`config.mk`:
```
export PLATFORM = sky130hd
export DESIGN_NAME = dmem_access_ctrl
export DESIGN_NICKNAME = d
export VERILOG_FILES = /design/src/rtl/dmem_access_ctrl.sv
export SDC_FILE = /design/constraint.sdc
export NUM_CORES = 1
export LEC_CHECK = 0
export BUFFER_PORTS_ARGS = -buffer_cell sky130_fd_sc_hd__buf_2
export CORE_MARGIN = 2
export CORE_UTILIZATION = 45
export CTS_CLUSTER_SIZE = 28
export DETAILED_ROUTE_END_ITERATION = 12
export PLACE_DENSITY_LB_ADDON = 0.3
export SETUP_SLACK_MARGIN = 0.3
export SLEW_MARGIN = 40
export SYNTH_ARGS = -nofsm -noshare
export SYNTH_HDL_FRONTEND = slang
export SYNTH_SLANG_ARGS = --single-unit
```
`constraint.sdc`:
```
create_clock -name i_clk -period 6.5 [get_ports i_clk]
set_clock_uncertainty 0.2 [all_clocks]
set_input_delay 0.65 -clock i_clk [delete_from_list [all_inputs] [get_ports i_clk]]
set_output_delay 0.65 -clock i_clk [all_outputs]
set_load 0.1 [all_outputs]
```
`src/rtl/dmem_access_ctrl.sv`:
```
// Load/store sequencer between the memory stage and a single-port data memory.
// Splits misaligned accesses into two word beats and reassembles/extends load data.
module dmem_access_ctrl #(
    parameter int unsigned ADDR_W      = 32,
    parameter bit          ALLOW_SPLIT = 1'b1
) (
    input  logic              i_clk,
    input  logic              i_rst,
    input  logic              i_req_valid,
    output logic              o_req_ready,
    input  logic              i_req_wen,
    input  logic [2:0]        i_funct3,
    input  logic [ADDR_W-1:0] i_addr,
    input  logic [31:0]       i_wdata,
    output logic              o_rsp_valid,
    output logic              o_rsp_err,
    output logic [31:0]       o_rdata,
    output logic              o_mem_valid,
    input  logic              i_mem_ready,
    output logic [ADDR_W-1:0] o_mem_addr,
    output logic              o_mem_wen,
    output logic [3:0]        o_mem_mask,
    output logic [31:0]       o_mem_wdata,
    input  logic              i_mem_rvalid,
    input  logic [31:0]       i_mem_rdata
);

    typedef enum logic [2:0] {IDLE, BEAT0, WAIT0, BEAT1, WAIT1, RESP} state_t;

    state_t              state;
    logic                wen;
    logic [2:0]          f3;
    logic [1:0]          off;
    logic [3:0]          mask1;
    logic                split;
    logic [31:0]         asm_data;

    logic [3:0]          size_lanes;
    logic [7:0]          req_lanes;
    logic                req_illegal;
    logic                req_err;
    logic [31:0]         merged;
    logic [31:0]         load_result;

    function automatic logic [31:0] rotl(input logic [31:0] d, input logic [1:0] o);
        case (o)
            2'd0:    rotl = d;
            2'd1:    rotl = {d[23:0], d[31:24]};
            2'd2:    rotl = {d[15:0], d[31:16]};
            default: rotl = {d[7:0], d[31:8]};
        endcase
    endfunction

    function automatic logic [31:0] rotr(input logic [31:0] d, input logic [1:0] o);
        case (o)
            2'd0:    rotr = d;
            2'd1:    rotr = {d[7:0], d[31:8]};
            2'd2:    rotr = {d[15:0], d[31:16]};
            default: rotr = {d[23:0], d[31:24]};
        endcase
    endfunction

    function automatic logic [31:0] lane_bits(input logic [3:0] m);
        lane_bits = {{8{m[3]}}, {8{m[2]}}, {8{m[1]}}, {8{m[0]}}};
    endfunction

    function automatic logic [31:0] extend(input logic [31:0] d, input logic [2:0] f);
        case (f[1:0])
            2'b00:   extend = f[2] ? {24'b0, d[7:0]}  : {{24{d[7]}}, d[7:0]};
            2'b01:   extend = f[2] ? {16'b0, d[15:0]} : {{16{d[15]}}, d[15:0]};
            default: extend = d;
        endcase
    endfunction

    assign o_req_ready = (state == IDLE);

    // Request decode: byte lanes over two adjacent words, and the error condition
    always_comb begin
        case (i_funct3[1:0])
            2'b00:   size_lanes = 4'b0001;
            2'b01:   size_lanes = 4'b0011;
            default: size_lanes = 4'b1111;
        endcase
        req_lanes   = {4'b0000, size_lanes} << i_addr[1:0];
        req_illegal = (i_funct3[1:0] == 2'b11) || (i_req_wen && i_funct3[2]);
        req_err     = req_illegal || (!ALLOW_SPLIT && (req_lanes[7:4] != 4'b0000));
    end

    // The current beat's mask is still held in o_mem_mask while waiting for read data
    always_comb begin
        merged      = (asm_data & ~lane_bits(o_mem_mask)) | (i_mem_rdata & lane_bits(o_mem_mask));
        load_result = extend(rotr(merged, off), f3);
    end

    always_ff @(posedge i_clk or posedge i_rst) begin
        if (i_rst) begin
            state       <= IDLE;
            wen         <= 1'b0;
            f3          <= 3'b000;
            off         <= 2'b00;
            mask1       <= 4'b0000;
            split       <= 1'b0;
            asm_data    <= 32'b0;
            o_rsp_valid <= 1'b0;
            o_rsp_err   <= 1'b0;
            o_rdata     <= 32'b0;
            o_mem_valid <= 1'b0;
            o_mem_addr  <= '0;
            o_mem_wen   <= 1'b0;
            o_mem_mask  <= 4'b0000;
            o_mem_wdata <= 32'b0;
        end else begin
            o_rsp_valid <= 1'b0;
            case (state)
                IDLE: begin
                    if (i_req_valid) begin
                        wen      <= i_req_wen;
                        f3       <= i_funct3;
                        off      <= i_addr[1:0];
                        mask1    <= req_lanes[7:4];
                        split    <= (req_lanes[7:4] != 4'b0000);
                        asm_data <= 32'b0;
                        if (req_err) begin
                            state       <= RESP;
                            o_rsp_valid <= 1'b1;
                            o_rsp_err   <= 1'b1;
                            o_rdata     <= 32'b0;
                        end else begin
                            state       <= BEAT0;
                            o_mem_valid <= 1'b1;
                            o_mem_wen   <= i_req_wen;
                            o_mem_addr  <= {i_addr[ADDR_W-1:2], 2'b00};
                            o_mem_mask  <= req_lanes[3:0];
                            o_mem_wdata <= rotl(i_wdata, i_addr[1:0]);
                        end
                    end
                end
                BEAT0: begin
                    if (i_mem_ready) begin
                        if (wen && split) begin
                            state      <= BEAT1;
                            o_mem_addr <= o_mem_addr + ADDR_W'(4);
                            o_mem_mask <= mask1;
                        end else begin
                            o_mem_valid <= 1'b0;
                            if (wen) begin
                                state       <= RESP;
                                o_rsp_valid <= 1'b1;
                                o_rdata     <= 32'b0;
                            end else begin
                                state <= WAIT0;
                            end
                        end
                    end
                end
                WAIT0: begin
                    if (i_mem_rvalid) begin
                        if (split) begin
                            asm_data    <= merged;
                            state       <= BEAT1;
                            o_mem_valid <= 1'b1;
                            o_mem_addr  <= o_mem_addr + ADDR_W'(4);
                            o_mem_mask  <= mask1;
                        end else begin
                            state       <= RESP;
                            o_rsp_valid <= 1'b1;
                            o_rdata     <= load_result;
                        end
                    end
                end
                BEAT1: begin
                    if (i_mem_ready) begin
                        o_mem_valid <= 1'b0;
                        if (wen) begin
                            state       <= RESP;
                            o_rsp_valid <= 1'b1;
                            o_rdata     <= 32'b0;
                        end else begin
                            state <= WAIT1;
                        end
                    end
                end
                WAIT1: begin
                    if (i_mem_rvalid) begin
                        state       <= RESP;
                        o_rsp_valid <= 1'b1;
                        o_rdata     <= load_result;
                    end
                end
                RESP: begin
                    state     <= IDLE;
                    o_rsp_err <= 1'b0;
                    o_rdata   <= 32'b0;
                end
                default: state <= IDLE;
            endcase
        end
    end

endmodule

```
==> metrics.txt <==
Core Area about 19,000 um2; Initial DRT Pass Iterations 5; largest net degree at the start of global routing between 80 and 90; largest cells by area after synthesis dfrtp_1 42%, mux2i_1 10%, mux4_2 8.2%, mux2_2 5.1%, o31ai_1 3.0%; Seq cells post-synth between 100 and 150; total number of vias ~7,100; fin worst setup slack about 3.7 ns; Max Transition Viols Final 0; Worst Tran Pin Value slightly above 0.8 ns; total die area just over 20,000 um2; Vias/cell roughly 5.8; Async SR Flop Fraction 100%; num ports between 200 and 250; fin cells approximately 1,200; port bufs just over 200; top cell type's share of synthesized area between 40% and 50%; worst-path cell chain inv_1 -> or3_2 -> nor2_2 -> a32o_1; clk sink count roughly 150; initial DRC count slightly above 500; fin crit share a little over two fifths; clk slew on worst S/H paths about 0.06 ns; HPWL after DPL around 16 mm; CP arrival just under 3 ns; fmax 361 MHz; Synth Area in Simple Gates about a tenth; Synth cell types between 70 and 80; htree depth 4; Yosys warning count 0; hold buffers post-CTS 0; placed insts 1,195; Syn Std Cell Area approximately 8800 um2; Horiz. Die Dim ~140 um; number of enable flip-flop cells after synthesis 0; Avg Inst Size Synth 11.2 um2; post-placement setup slack between 3 and 4 ns; antenna violations before repair 1; Crit Path Class reg2reg; mux contribution to synthesized area 23.7%; Final Hold Slack between 0.1 and 0.15 ns; clk root buf clkbuf_16; most common cell in the netlist dfrtp_1; # Post-CTS Setup Buffers 0; vias in the first global route between 6,000 and 7,000; final net count approximately 1,100; Die Ht between 100 and 150 um; crit-path max cell delay approximately 0.74 ns; Filler cells approximately 1,700; # DRC 0; wire length per cell between 15 and 20 um; crit path max fanout 21; register area share after synthesis between 40% and 50%; FP Rows 51; max_cap viols 0; critical path endpoint category flip-flop; first-pass GRT wire length around 37 mm; gr ovfl total 0; # setup viols final 0; Post-DRT Antenna Nets 0; total CTS buffers 17; Rel. slew slack a little under half; Initial Util 45.5%; Worst EP required around 6.7 ns; Post-Synth XOR/XNOR Area less than 1%; RSZ-0062 raised after global routing no; CTS tree done; Post-Synth Adder-Cell Area less than 1%; gr usage total about 23%; Synth Area in Compound Gates 20.1%; Hold Violations, Final 0; status complete, no violations; most frequent cells after synthesis 147 x dfrtp_1, 91 x mux2i_1, 67 x nand2_1; Mapped Cells 784; area growth from synthesis to layout 19.4%; GP Congestion slightly above 0.9; worst skew pair latency 0.42 ns; dominant cell type by area after synthesis dfrtp_1; post-CTS resize count 0; Max clock buf depth 2; Synth Flop Type dfrtp_1; CP startpoint kind flip-flop; Fin Setup TNS 0 ns; minimum clock period after layout between 2 and 3 ns; share of post-route cells with drive strength above 1 between 30% and 40%; drt total wl between 20 and 25 mm; worst min-delay path category in2async; slowest stage cell, crit path dfrtp_1; largest family of logic cells by synthesized area multiplexers
[placed cells by master (no fill, tap or decap), types with 8 or more instances in the layout]
cell type and count:
buf_2 205, dfrtp_1 147, mux2i_1 91, nand2_1 67, mux2_2 40, o31ai_1 35, a21oi_1 34, mux4_2 32
nand3_1 23, o21ai_0 23, nor2_1 20, clkbuf_16 17, a32o_1 14, o22ai_1 13, buf_4 13, nand4_1 10
nand2b_1 10, o211ai_2 10, a211o_1 9, o21ai_1 9, a2bb2oi_2 9, o2bb2ai_1 8
[critical path: cells and delay by family (launching register included)]
family | cells | cell delay (ns)
and+or+nand+nor | 2 | 1.35
buffers and inverters | 1 | 0.15
DFF | 1 | 0.74
AOI/OAI and AO/OA | 1 | 0.26
[flip-flops by register name (all words and copies together), names as in the netlist]
register,count
f3,3
o_mem_wen,1
state,3
o_rsp_err,1
o_rdata,32
o_mem_addr,30
wen,1
mask1,3
split,1
o_rsp_valid,1
o_mem_mask,4
off,2
asm_data,32
o_mem_valid,1
o_mem_wdata,32
[logic make-up after synthesis]
logic type | after synthesis
buffers and inverters | 82
AO/OA/AOI/OAI | 226
flip-flops | 147
multiplexers | 163
AND/OR/NAND/NOR | 163
adder cells (fa/ha/maj) | 1
other | 1
XOR/XNOR | 1
[final cells by class]
| type | count | area, um2 | share of cell area [%] |
|---|---|---|---|
| clock inverter | 9 | 133 | 1.26 |
| inverter | 8 | 37.5 | 0.357 |
| antenna | 1 | 2.50 | 0.0238 |
| timing repair buffer | 219 | 1130 | 10.8 |
| clock buffer | 19 | 453 | 4.31 |
| tap | 265 | 332 | 3.16 |
| multi-input combinational | 556 | 4730 | 45.1 |
| sequential | 147 | 3680 | 35.0 |
[layer usage]
layer	up-vias	wire length, um	global-route usage, %
met1	3515	10200	31.3
met3	34	1790	6.06
met5	-	0	0
met4	0	508	8.00
met2	253	10600	34.8
li1	3339	-	-
[final timing paths]
kind | cells past startpoint | to | slack, ns | startpoint
setup / recovery | 4 | asm_data[21] | 3.73 | state[1]
setup reg to reg | 4 | asm_data[21] | 3.73 | state[1]
max in group asynchronous | 3 | asm_data[10] | 4.97 | i_rst
hold reg to reg | 2 | asm_data[4] | 0.28 | asm_data[4]
min in group i_clk | 2 | asm_data[4] | 0.28 | asm_data[4]
hold / removal | 2 | o_rdata[7] | 0.13 | i_rst
[stage by stage]
stage	cell area [um2]	utilization, %
4_1_cts	10500	54.3
3_3_place_gp	9890	51.2
2_1_floorplan	8800	-
6_report	10500	54.3
3_5_place_dp	9910	51.3
5_1_grt	10500	54.3
Power is left out: the tool's default activity adds up to more than one toggle a clock period on the data nets, which glitch-free logic cannot reach.
